<file path="src/rtl/field_delta_stats.sv">
// field_delta_stats
// Windowed statistics over the deltas of one extracted header field.
// Each accepted sample after the first one in a run produces
// delta = field - prev, an unsigned subtraction that wraps modulo 2^N_BITS.
// After every 2^WINDOW_LOG2 deltas, a snapshot of the window's counts is
// published on the stat_* outputs.
//
// Optional feature: define FIELD_DELTA_STATS_MIN_EN to build the running
// minimum-delta tracker. Without it, stat_min_delta is constant 0.
//
// Ports:
//   sys_clk        rising-edge clock
//   reset_n        asynchronous active-low reset
//   field          field value, sampled when field_valid=1
//   field_valid    one-cycle sample strobe
//   clear          synchronous clear of window state (outputs untouched)
//   stat_valid     one-cycle pulse, new snapshot on stat_*
//   stat_seq       deltas equal to 1 in last window
//   stat_repeat    deltas equal to 0 in last window
//   stat_zero      zero-valued samples that contributed a delta
//   stat_max_delta largest delta in last window
//   stat_min_delta smallest delta in last window (0 when feature absent)
module field_delta_stats #(
  parameter  int unsigned N_BITS      = 16,
  parameter  int unsigned WINDOW_LOG2 = 8,
  localparam int unsigned CNT_W       = WINDOW_LOG2 + 1
) (
  input  logic              sys_clk,
  input  logic              reset_n,
  input  logic [N_BITS-1:0] field,
  input  logic              field_valid,
  input  logic              clear,
  output logic              stat_valid,
  output logic [CNT_W-1:0]  stat_seq,
  output logic [CNT_W-1:0]  stat_repeat,
  output logic [CNT_W-1:0]  stat_zero,
  output logic [N_BITS-1:0] stat_max_delta,
  output logic [N_BITS-1:0] stat_min_delta
);

  typedef enum logic {S_EMPTY = 1'b0, S_RUN = 1'b1} state_t;

  state_t                 state, state_nxt;
  logic [N_BITS-1:0]      prev, prev_nxt;
  logic [WINDOW_LOG2-1:0] win_cnt, win_cnt_nxt;
  logic [CNT_W-1:0]       run_seq, run_seq_nxt;
  logic [CNT_W-1:0]       run_rep, run_rep_nxt;
  logic [CNT_W-1:0]       run_zero, run_zero_nxt;
  logic [N_BITS-1:0]      run_max, run_max_nxt;

  logic [N_BITS-1:0]      delta;
  logic                   accept_delta;
  logic                   win_done;
  logic [CNT_W-1:0]       seq_acc, rep_acc, zero_acc;
  logic [N_BITS-1:0]      max_acc;

  // Per-sample delta and the counts as they stand including this sample
  assign delta        = field - prev;
  assign accept_delta = field_valid && !clear && (state == S_RUN);
  // win_cnt tracks deltas already taken; all-ones means this one closes the window
  assign win_done     = accept_delta && (win_cnt == '1);
  assign seq_acc      = run_seq  + CNT_W'(delta == N_BITS'(1));
  assign rep_acc      = run_rep  + CNT_W'(delta == '0);
  assign zero_acc     = run_zero + CNT_W'(field == '0);
  assign max_acc      = (delta > run_max) ? delta : run_max;

  // State register
  always_ff @(posedge sys_clk or negedge reset_n) begin
    if (!reset_n) state <= S_EMPTY;
    else          state <= state_nxt;
  end

  // Next-state logic: clear has priority over a coincident sample
  always_comb begin
    state_nxt = state;
    if (clear)                                  state_nxt = S_EMPTY;
    else if (field_valid && state == S_EMPTY)   state_nxt = S_RUN;
  end

  // Next values of the window datapath
  always_comb begin
    prev_nxt     = prev;
    win_cnt_nxt  = win_cnt;
    run_seq_nxt  = run_seq;
    run_rep_nxt  = run_rep;
    run_zero_nxt = run_zero;
    run_max_nxt  = run_max;
    if (clear) begin
      win_cnt_nxt  = '0;
      run_seq_nxt  = '0;
      run_rep_nxt  = '0;
      run_zero_nxt = '0;
      run_max_nxt  = '0;
    end else if (field_valid) begin
      prev_nxt = field;
      if (win_done) begin
        win_cnt_nxt  = '0;
        run_seq_nxt  = '0;
        run_rep_nxt  = '0;
        run_zero_nxt = '0;
        run_max_nxt  = '0;
      end else if (accept_delta) begin
        win_cnt_nxt  = win_cnt + WINDOW_LOG2'(1);
        run_seq_nxt  = seq_acc;
        run_rep_nxt  = rep_acc;
        run_zero_nxt = zero_acc;
        run_max_nxt  = max_acc;
      end
    end
  end

  // Window datapath registers
  always_ff @(posedge sys_clk or negedge reset_n) begin
    if (!reset_n) begin
      prev     <= '0;
      win_cnt  <= '0;
      run_seq  <= '0;
      run_rep  <= '0;
      run_zero <= '0;
      run_max  <= '0;
    end else begin
      prev     <= prev_nxt;
      win_cnt  <= win_cnt_nxt;
      run_seq  <= run_seq_nxt;
      run_rep  <= run_rep_nxt;
      run_zero <= run_zero_nxt;
      run_max  <= run_max_nxt;
    end
  end

  // Snapshot registers, loaded with counts that include the closing delta
  always_ff @(posedge sys_clk or negedge reset_n) begin
    if (!reset_n) begin
      stat_valid     <= 1'b0;
      stat_seq       <= '0;
      stat_repeat    <= '0;
      stat_zero      <= '0;
      stat_max_delta <= '0;
    end else begin
      stat_valid <= win_done;
      if (win_done) begin
        stat_seq       <= seq_acc;
        stat_repeat    <= rep_acc;
        stat_zero      <= zero_acc;
        stat_max_delta <= max_acc;
      end
    end
  end

`ifdef FIELD_DELTA_STATS_MIN_EN
  logic [N_BITS-1:0] run_min;
  logic [N_BITS-1:0] min_acc;

  assign min_acc = (delta < run_min) ? delta : run_min;

  // Running minimum, seeded to all-ones at every window start
  always_ff @(posedge sys_clk or negedge reset_n) begin
    if (!reset_n) begin
      run_min        <= '1;
      stat_min_delta <= '0;
    end else begin
      if (clear || win_done) run_min <= '1;
      else if (accept_delta) run_min <= min_acc;
      if (win_done) stat_min_delta <= min_acc;
    end
  end
`else
  assign stat_min_delta = '0;
`endif

endmodule

</file>
<file path="config.mk">
export PLATFORM = sky130hd
export DESIGN_NAME = field_delta_stats
export DESIGN_NICKNAME = d
export VERILOG_FILES = /design/src/rtl/field_delta_stats.sv
export SDC_FILE = /design/constraint.sdc
export NUM_CORES = 1
export LEC_CHECK = 0
export ABC_AREA = 1
export BUFFER_PORTS_ARGS = -buffer_cell sky130_fd_sc_hd__buf_2
export CAP_MARGIN = 40
export CORE_ASPECT_RATIO = 2
export CORE_MARGIN = 3
export CORE_UTILIZATION = 45
export DETAILED_ROUTE_END_ITERATION = 10
export PLACE_DENSITY = 0.73
export SETUP_SLACK_MARGIN = 0.05
export SKIP_CTS_REPAIR_TIMING = 1
export SLEW_MARGIN = 20
export SYNTH_ARGS = -nofsm -noshare
export SYNTH_HDL_FRONTEND = slang
export SYNTH_SLANG_ARGS = --single-unit
</file>
<file path="constraint.sdc">
create_clock -name sys_clk -period 3.7 [get_ports sys_clk]
set_input_delay 0.74 -clock sys_clk [delete_from_list [all_inputs] [get_ports sys_clk]]
set_output_delay 0.74 -clock sys_clk [all_outputs]
set_load 0.03 [all_outputs]
</file>
==> key figures, run 1 <==
Status
  – Run status: complete, no violations

CTS
  – CTS tree: yes
  – Clk_lat worst skew: 0.34 ns
  – Num CTS Buffers: 9
  – Reg clk slew, reported paths: about 0.07 ns
  – H-tree depth: 3
  – Root Driver: clkbuf_16
  – CTS Buffer Depth: 2
  – TritonCTS Sinks: approximately 110

STA
  – Max-slew violations: 0
  – Final number of setup-violating endpoints: 0
  – Worst relative slew slack: a little under three fifths
  – Hold_ws: roughly 0.18 ns
  – FMAX: ~280 MHz
  – Worst Max-Slew Pin Slew: about 0.67 ns
  – Final hold vios: 0
  – Fin crit period: roughly 3.5 ns
  – Clock Skews: about 0.0060 ns
  – Fin crit share: between 90 and 100%

Placed design
  – Placement Cell Area: ~7400 um^2
  – IO Port Bufs: 63
  – GP Congestion: approximately 0.93
  – Post-DP HPWL: roughly 11 mm

Die
  – Core ar.: 13,970 um^2
  – Die Area: between 15,000 and 20,000 um^2
  – Rows: between 60 and 70
  – Die height: 175.2 um
  – Starting Density: between 40% and 50%
  – Die W: between 90 and 100 um
  – Io pins: 80

Critical path
  – CP arrival: roughly 3.8 ns
  – R2R depth: 24
  – Startpoint types: primary input
  – Worst setup path endpoint: run_seq[7]$_DFFE_PN0P_
  – Reg2reg end: run_seq[7]$_DFFE_PN0P_
  – Crit path from: field[9]
  – Worst Path Max Fanout: 4
  – Worst reg2reg setup slack: approximately 0.28 ns
  – Req. time, crit path: between 3 and 4 ns
  – CP Class: primary input to register
  – Crit end category: register
  – FF-to-FF Start: prev[5]$_DFFE_PN0P_

Cells and area
  – Most frequent cells in the layout: nand2_1 (222), dfrtp_1 (112), inv_1 (97)
  – # fillers: roughly 1,300
  – Nets: between 900 and 1,000
  – Antenna Cells: 0
  – Final instance area: ~8000 um^2
  – Layout cell share with drive strength beyond 1: around 24%
  – Most common cell after layout, fill and taps aside: nand2_1
  – Layout area overhead: 24.35%

Routing
  – Vias per cell: 5.021
  – Total Wirelength: approximately 15 mm
  – Remaining antenna violation count: 0
  – WL/cell: between 10 and 15 um
  – Iteration-0 DRC count of the detailed router: approximately 210
  – First-pass detailed-route iteration total: 5
  – Via count: between 5,000 and 6,000
  – Remaining DRCs: 0

Synthesis
  – YS warnings: 0
  – Async SR Flop Fraction: 100.0%
  – Post-synthesis register bit count: 112
  – Number of distinct library cells after synthesis: 44
  – Seq/Total Area, Yosys: a little over two fifths
  – Cells after synthesis: about 800
  – Ys flop type: dfrtp_1
  – Syn Area/Cell: around 8.2 um^2
  – Cell Area, Synth: between 6000 and 7000 um^2
  – EDFF count, synth: 0

Power and ir drop
  – Peak VDD IR: approximately 0.00036 V
  – Pwr Density: approximately 480 nW/um^2
  – Leak: around 4.2 nW

Global route
  – Initial antenna violation count: 0
  – Tot GR Track Use: between 10% and 20%
  – Remaining global-route overflow: 0
  – Number of global-route vias before repair: roughly 5,600
  – Pin count of the biggest net entering global routing: a little over 60
  – First-pass GRT wire length: between 20 and 30 mm

Flow run
  – Max-cap violations: 0

Min path
  – Min-Delay Path Class: primary input to async pin
registers in the layout, indices dropped and copies added, names as in the netlist:
register and count:
stat_zero 9, win_cnt 8, stat_max_delta 16, stat_repeat 9, stat_valid 1, run_zero 9
run_seq 9, prev 16, run_rep 9, run_max 16, state 1, stat_seq 9
kinds of logic (layout without fill, tap and decap cells):
kind of cell | count (synthesis) | count (layout) | synth area share (%)
simple gates | 369 | 369 | 26.55
buf+inv | 139 | 258 | 9.483
flops | 112 | 112 | 43.53
compound gates | 92 | 92 | 8.648
fa+ha+maj | 36 | 36 | 7.112
xor+xnor | 34 | 34 | 4.625
other cells | 1 | 16 | 0.05824
report_power, final:
group          internal (mW)  leakage, nW  switching (mW)
sequential              1.28         1.53          0.0341
combinational          0.646         2.54           0.851
clock                  0.556        0.157           0.462
total                   2.48         4.23            1.35
final cells by class:
| class | count | area, um^2 | area share, % |
|---|---|---|---|
| Clock inverter | 6 | 75.07 | 0.9376 |
| Inverter | 101 | 379.1 | 4.735 |
| Tap cell | 189 | 236.5 | 2.954 |
| Sequential cell | 112 | 2803 | 35.01 |
| Timing Repair Buffer | 141 | 960.9 | 12.00 |
| Multi-Input combinational cell | 547 | 3313 | 41.38 |
| Clock buffer | 10 | 239.0 | 2.985 |
how the worst min path moves through the flow:
stage | endpoint | cells after the start
3_3_place_gp | stat_seq[4]$_DFFE_PN0P_ | 2
4_1_cts | stat_seq[4]$_DFFE_PN0P_ | 2
5_1_grt | stat_max_delta[1]$_DFFE_PN0P_ | 1
6_report | stat_max_delta[1]$_DFFE_PN0P_ | 1
2_1_floorplan | prev[0]$_DFFE_PN0P_ | 0
3_5_place_dp | stat_repeat[0]$_DFFE_PN0P_ | 2
routing by layer:
layer | vias up | part of all wire, % | track usage (%)
met3 | 29 | 3.1 | 2.499
met4 | 0 | 2.3 | 7.673
met1 | 2644 | 38 | 20.17
li1 | 2751 | - | -
met5 | - | 0 | 0
met2 | 129 | 57 | 37.99
worst max-delay path, stage by stage:
cell and delay, ns:
buf_2 0.11, ha_1 0.34, nand2_1 0.15, inv_1 0.06, a21oi_2 0.17, nand3_2 0.10, nand2_1 0.09, nand2_1 0.05
a21o_1 0.16, xor2_1 0.17, nor3_2 0.12, nand3_1 0.14, nor2_2 0.17, ha_2 0.22, buf_4 0.11, buf_4 0.09
nand3_1 0.11, nor2_1 0.15, nand4_1 0.11, xor2_1 0.23, nand2_1 0.10, o21ai_0 0.10
Yosys cell counts, types with 2 or more instances:
cell,n,area (um^2)
a21o_1,2,15.01
a21oi_1,16,80.08
a22o_1,12,105.1
a31oi_1,2,12.51
buf_2,4,20.02
buf_4,18,135.1
clkbuf_1,14,52.55
dfrtp_1,112,2803
ha_1,35,437.9
inv_1,99,371.6
nand2_1,228,855.8
nand2_4,10,112.6
nand3_1,71,355.3
nand3_2,8,80.08
nand4_1,8,50.05
nor2_1,20,75.07
nor2_2,3,18.77
nor2_4,2,22.52
nor3_1,9,45.04
o21ai_0,41,205.2
o21bai_1,4,30.03
o22ai_1,9,56.30
or4_1,3,22.52
xnor2_1,7,61.31
xor2_1,27,236.5
through the flow:
step           util [%]  setup slack (ns)   TNS, ns  cells  power, mW
4_1_cts           55.45           0.04882         0   1104      3.795
6_report          57.32            0.1723         0   1106      3.830
2_1_floorplan         -            0.1413         0    798      2.278
5_1_grt           57.32          -0.03605  -0.06144   1106      4.092
3_5_place_dp      53.20           -0.2356    -1.401   1088      2.769
3_3_place_gp      53.20           -0.1678   -0.8473   1088      2.739
(Power assumes the default switching activity.)
==> inputs of run 2 (changes only) <==
--- a/config.mk
+++ b/config.mk
@@ -13,6 +13,8 @@
 export CORE_UTILIZATION = 45
 export DETAILED_ROUTE_END_ITERATION = 10
 export PLACE_DENSITY = 0.73
+export RECOVER_POWER = 25
+export REMOVE_ABC_BUFFERS = 1
 export SETUP_SLACK_MARGIN = 0.05
 export SKIP_CTS_REPAIR_TIMING = 1
 export SLEW_MARGIN = 20
==> run 2 against run 1 <==
The run now ends with capacitance limit, slew limit left. Global-route usage grew 0.26 points. Largest power group unchanged. Count of clock-buffer cells in the layout shrank 1. Critical endpoint is now run_seq[8]$_DFFE_PN0P_. Non-clock buffer count grew 8. Clock power shrank 4%. Critical path depth is the same.
==> key figures, run 2 (synthesized netlist as in run 1, its figures left out) <==
Status
  – Run status: finished, violations left
  – Failing checks: capacitance limit, slew limit

Global route
  – Initial antenna violation count: 0
  – First-pass GRT wire length: 25.09 mm
  – Tot GR Track Use: about a fifth
  – Remaining global-route overflow: 0
  – Number of global-route vias before repair: around 5,500
  – Pin count of the biggest net entering global routing: 53

Die
  – Core ar.: ~14,000 um^2
  – Die height: 175.2 um
  – Io pins: 80
  – Die W: around 91 um
  – Rows: 61
  – Die Area: 15,870 um^2
  – Starting Density: between 40% and 50%

Cells and area
  – Most frequent cells in the layout: nand2_1 (209), dfrtp_1 (112), inv_1 (95)
  – Most common cell after layout, fill and taps aside: nand2_1
  – Area of the multi-input gates: roughly 3400 um^2
  – # fillers: between 1,000 and 1,500
  – Final instance area: 8092 um^2
  – Layout cell share with drive strength beyond 1: around a quarter
  – Nets: about 980
  – Top Registers: prev x16, run_max x16, stat_max_delta x16
  – Register Area: roughly 2800 um^2
  – Antenna Cells: 0
  – Layout area overhead: 25.67%

Critical path
  – Critical Path Slowest Stage Cell: ha_2
  – Worst Path Max Fanout: 3
  – CP Cell Sequence: buf_2, ha_4, buf_6, nand2_4, nand2_2, a21oi_2, nand3_2, nand2_2, nand2_1, a21o_1, xor2_2, nor3_2, nand3_1, nor2_2, ha_2, ha_4, nand3_2, nor3_2, nand3_1, xor2_1, nand2_1, o21ai_1
  – CP Class: primary input to register
  – Crit end category: register
  – Slowest cell delay on critical path: about 0.23 ns
  – CP arrival: 3.67 ns
  – Worst path buffer plus inverter count: 2
  – Cell family with most CP delay: simple AND/OR/NAND/NOR gates
  – R2R depth: 22
  – Req. time, crit path: slightly below 4 ns
  – Startpoint types: primary input
  – Cell depth of the worst setup path: 22

Power and ir drop
  – Peak VDD IR: between 0.0002 and 0.00025 V
  – Clock share of power: roughly a quarter
  – Leak: 4.227 nW
  – P_int: between 2 and 2.5 mW
  – Switch Pwr: about 1.4 mW
  – Logic pwr share: 40.5%
  – Total power: about 3.8 mW
  – Register share of total power: between 30% and 40%
  – Pwr Density: roughly 480 nW/um^2
  – Net switching fraction of the power: between 30 and 40%

CTS
  – CTS Buffer Depth: 2
  – H-tree depth: 3
  – Root Driver: clkbuf_16
  – Num CTS Buffers: 9
  – TritonCTS Sinks: between 100 and 150
  – CTS tree: yes
  – Clk_lat worst skew: between 0.3 and 0.4 ns
  – Reg clk slew, reported paths: 0.08 ns

Routing
  – Remaining DRCs: 0
  – Remaining antenna violation count: 0
  – Iteration-0 DRC count of the detailed router: approximately 300
  – Via count: 5,546
  – First-pass detailed-route iteration total: 4
  – Total Wirelength: between 15 and 20 mm
  – Vias per cell: around 5
  – WL/cell: ~14 um

Placed design
  – Post-DP HPWL: 11.49 mm
  – IO Port Bufs: 63
  – GP Congestion: slightly above 0.8
  – Post-Place Setup Slack: -0.3309 ns
  – Placement Cell Area: ~7500 um^2

STA
  – Setup TNS: 0 ns
  – Max-slew violations: between 50 and 60
  – Setup WS post-layout: 0.2564 ns
  – Final hold vios: 0
  – Worst Max-Slew Pin Slew: 2.819 ns
  – Fin crit share: between 90% and 100%
  – Hold_ws: 0.4658 ns
  – FMAX: just under 300 MHz
  – Fin crit period: roughly 3.4 ns
  – Worst relative slew slack: -87.92%
  – Final number of setup-violating endpoints: 0
  – Clock Skews: between 0.006 and 0.007 ns

Flow run
  – Max-cap violations: 1

Min path
  – Min-Delay Path Class: register to register
  – Hold Path Depth: 2
-- run 2: cell count changes in the layout (fill, tap and decap cells not counted), sizes merged --
| cell | before | now |
|---|---|---|
| buf | 141 | 145 |
| clkinv | 3 | 4 |
| bufinv | 1 | 0 |
| clkinvlp | 0 | 1 |
| clkbuf | 10 | 13 |
-- run 2: worst reg2reg max path, cell delays in order, from the launching register on --
cell,delay (ns)
dfrtp_1,0.37
inv_1,0.11
ha_4,0.23
buf_6,0.13
nand2_4,0.05
nand2_2,0.06
a21oi_2,0.16
nand3_2,0.10
nand2_2,0.09
nand2_1,0.05
a21o_1,0.21
xor2_2,0.21
nor3_2,0.19
nand3_1,0.12
nor2_2,0.15
ha_2,0.23
ha_4,0.15
nand3_2,0.09
nor3_2,0.20
nand3_1,0.11
xor2_1,0.18
nand2_1,0.06
o21ai_1,0.07
-- run 2: final cells by class --
cell class	count	share of cell area [%]
Multi-Input combinational cell	547	41.83
Inverter	101	4.716
Sequential cell	112	34.64
Tap cell	189	2.923
Timing Repair Buffer	149	12.18
Clock buffer	9	2.783
Clock inverter	7	0.9278
-- run 2: stage by stage --
stage / std cells / utilization [%]
after floorplan: 760 / -
after global placement: 1094 / 53.44
after detailed placement: 1094 / 53.44
after CTS: 1110 / 55.59
after global routing: 1114 / 57.93
final: 1114 / 57.93
-- run 2: final timing paths --
check	slack, ns	end	startpoint
max	0.26	run_seq[8]$_DFFE_PN0P_	field[7]
min	0.47	stat_repeat[4]$_DFFE_PN0P_	stat_repeat[4]$_DFFE_PN0P_
max reg2reg	0.28	run_seq[8]$_DFFE_PN0P_	prev[7]$_DFFE_PN0P_
min reg2reg	0.47	stat_repeat[4]$_DFFE_PN0P_	stat_repeat[4]$_DFFE_PN0P_
max in group asynchronous	0.81	stat_max_delta[14]$_DFFE_PN0P_	reset_n
min in group asynchronous	1.29	run_max[3]$_DFFE_PN0P_	reset_n
-- run 2: power by group through the flow --
| stage | registers, mW | clock network, mW | logic (mW) |
|---|---|---|---|
| finish | 1.31 | 0.978 | 1.56 |
| global route | 1.32 | 1.04 | 1.73 |
| global placement | 1.33 | 0 | 1.41 |
| floorplan | 1.33 | 0 | 0.882 |
| CTS | 1.31 | 1.00 | 1.45 |
| detailed placement | 1.33 | 0 | 1.44 |
-- run 2: metal layers --
layer | vias up | track usage [%] | share of wire, %
met1 | 2628 | 20.37 | 36
met4 | 0 | 8.632 | 3.1
met3 | 38 | 2.628 | 3.1
met5 | - | 0 | 0
li1 | 2769 | - | -
met2 | 111 | 38.08 | 58
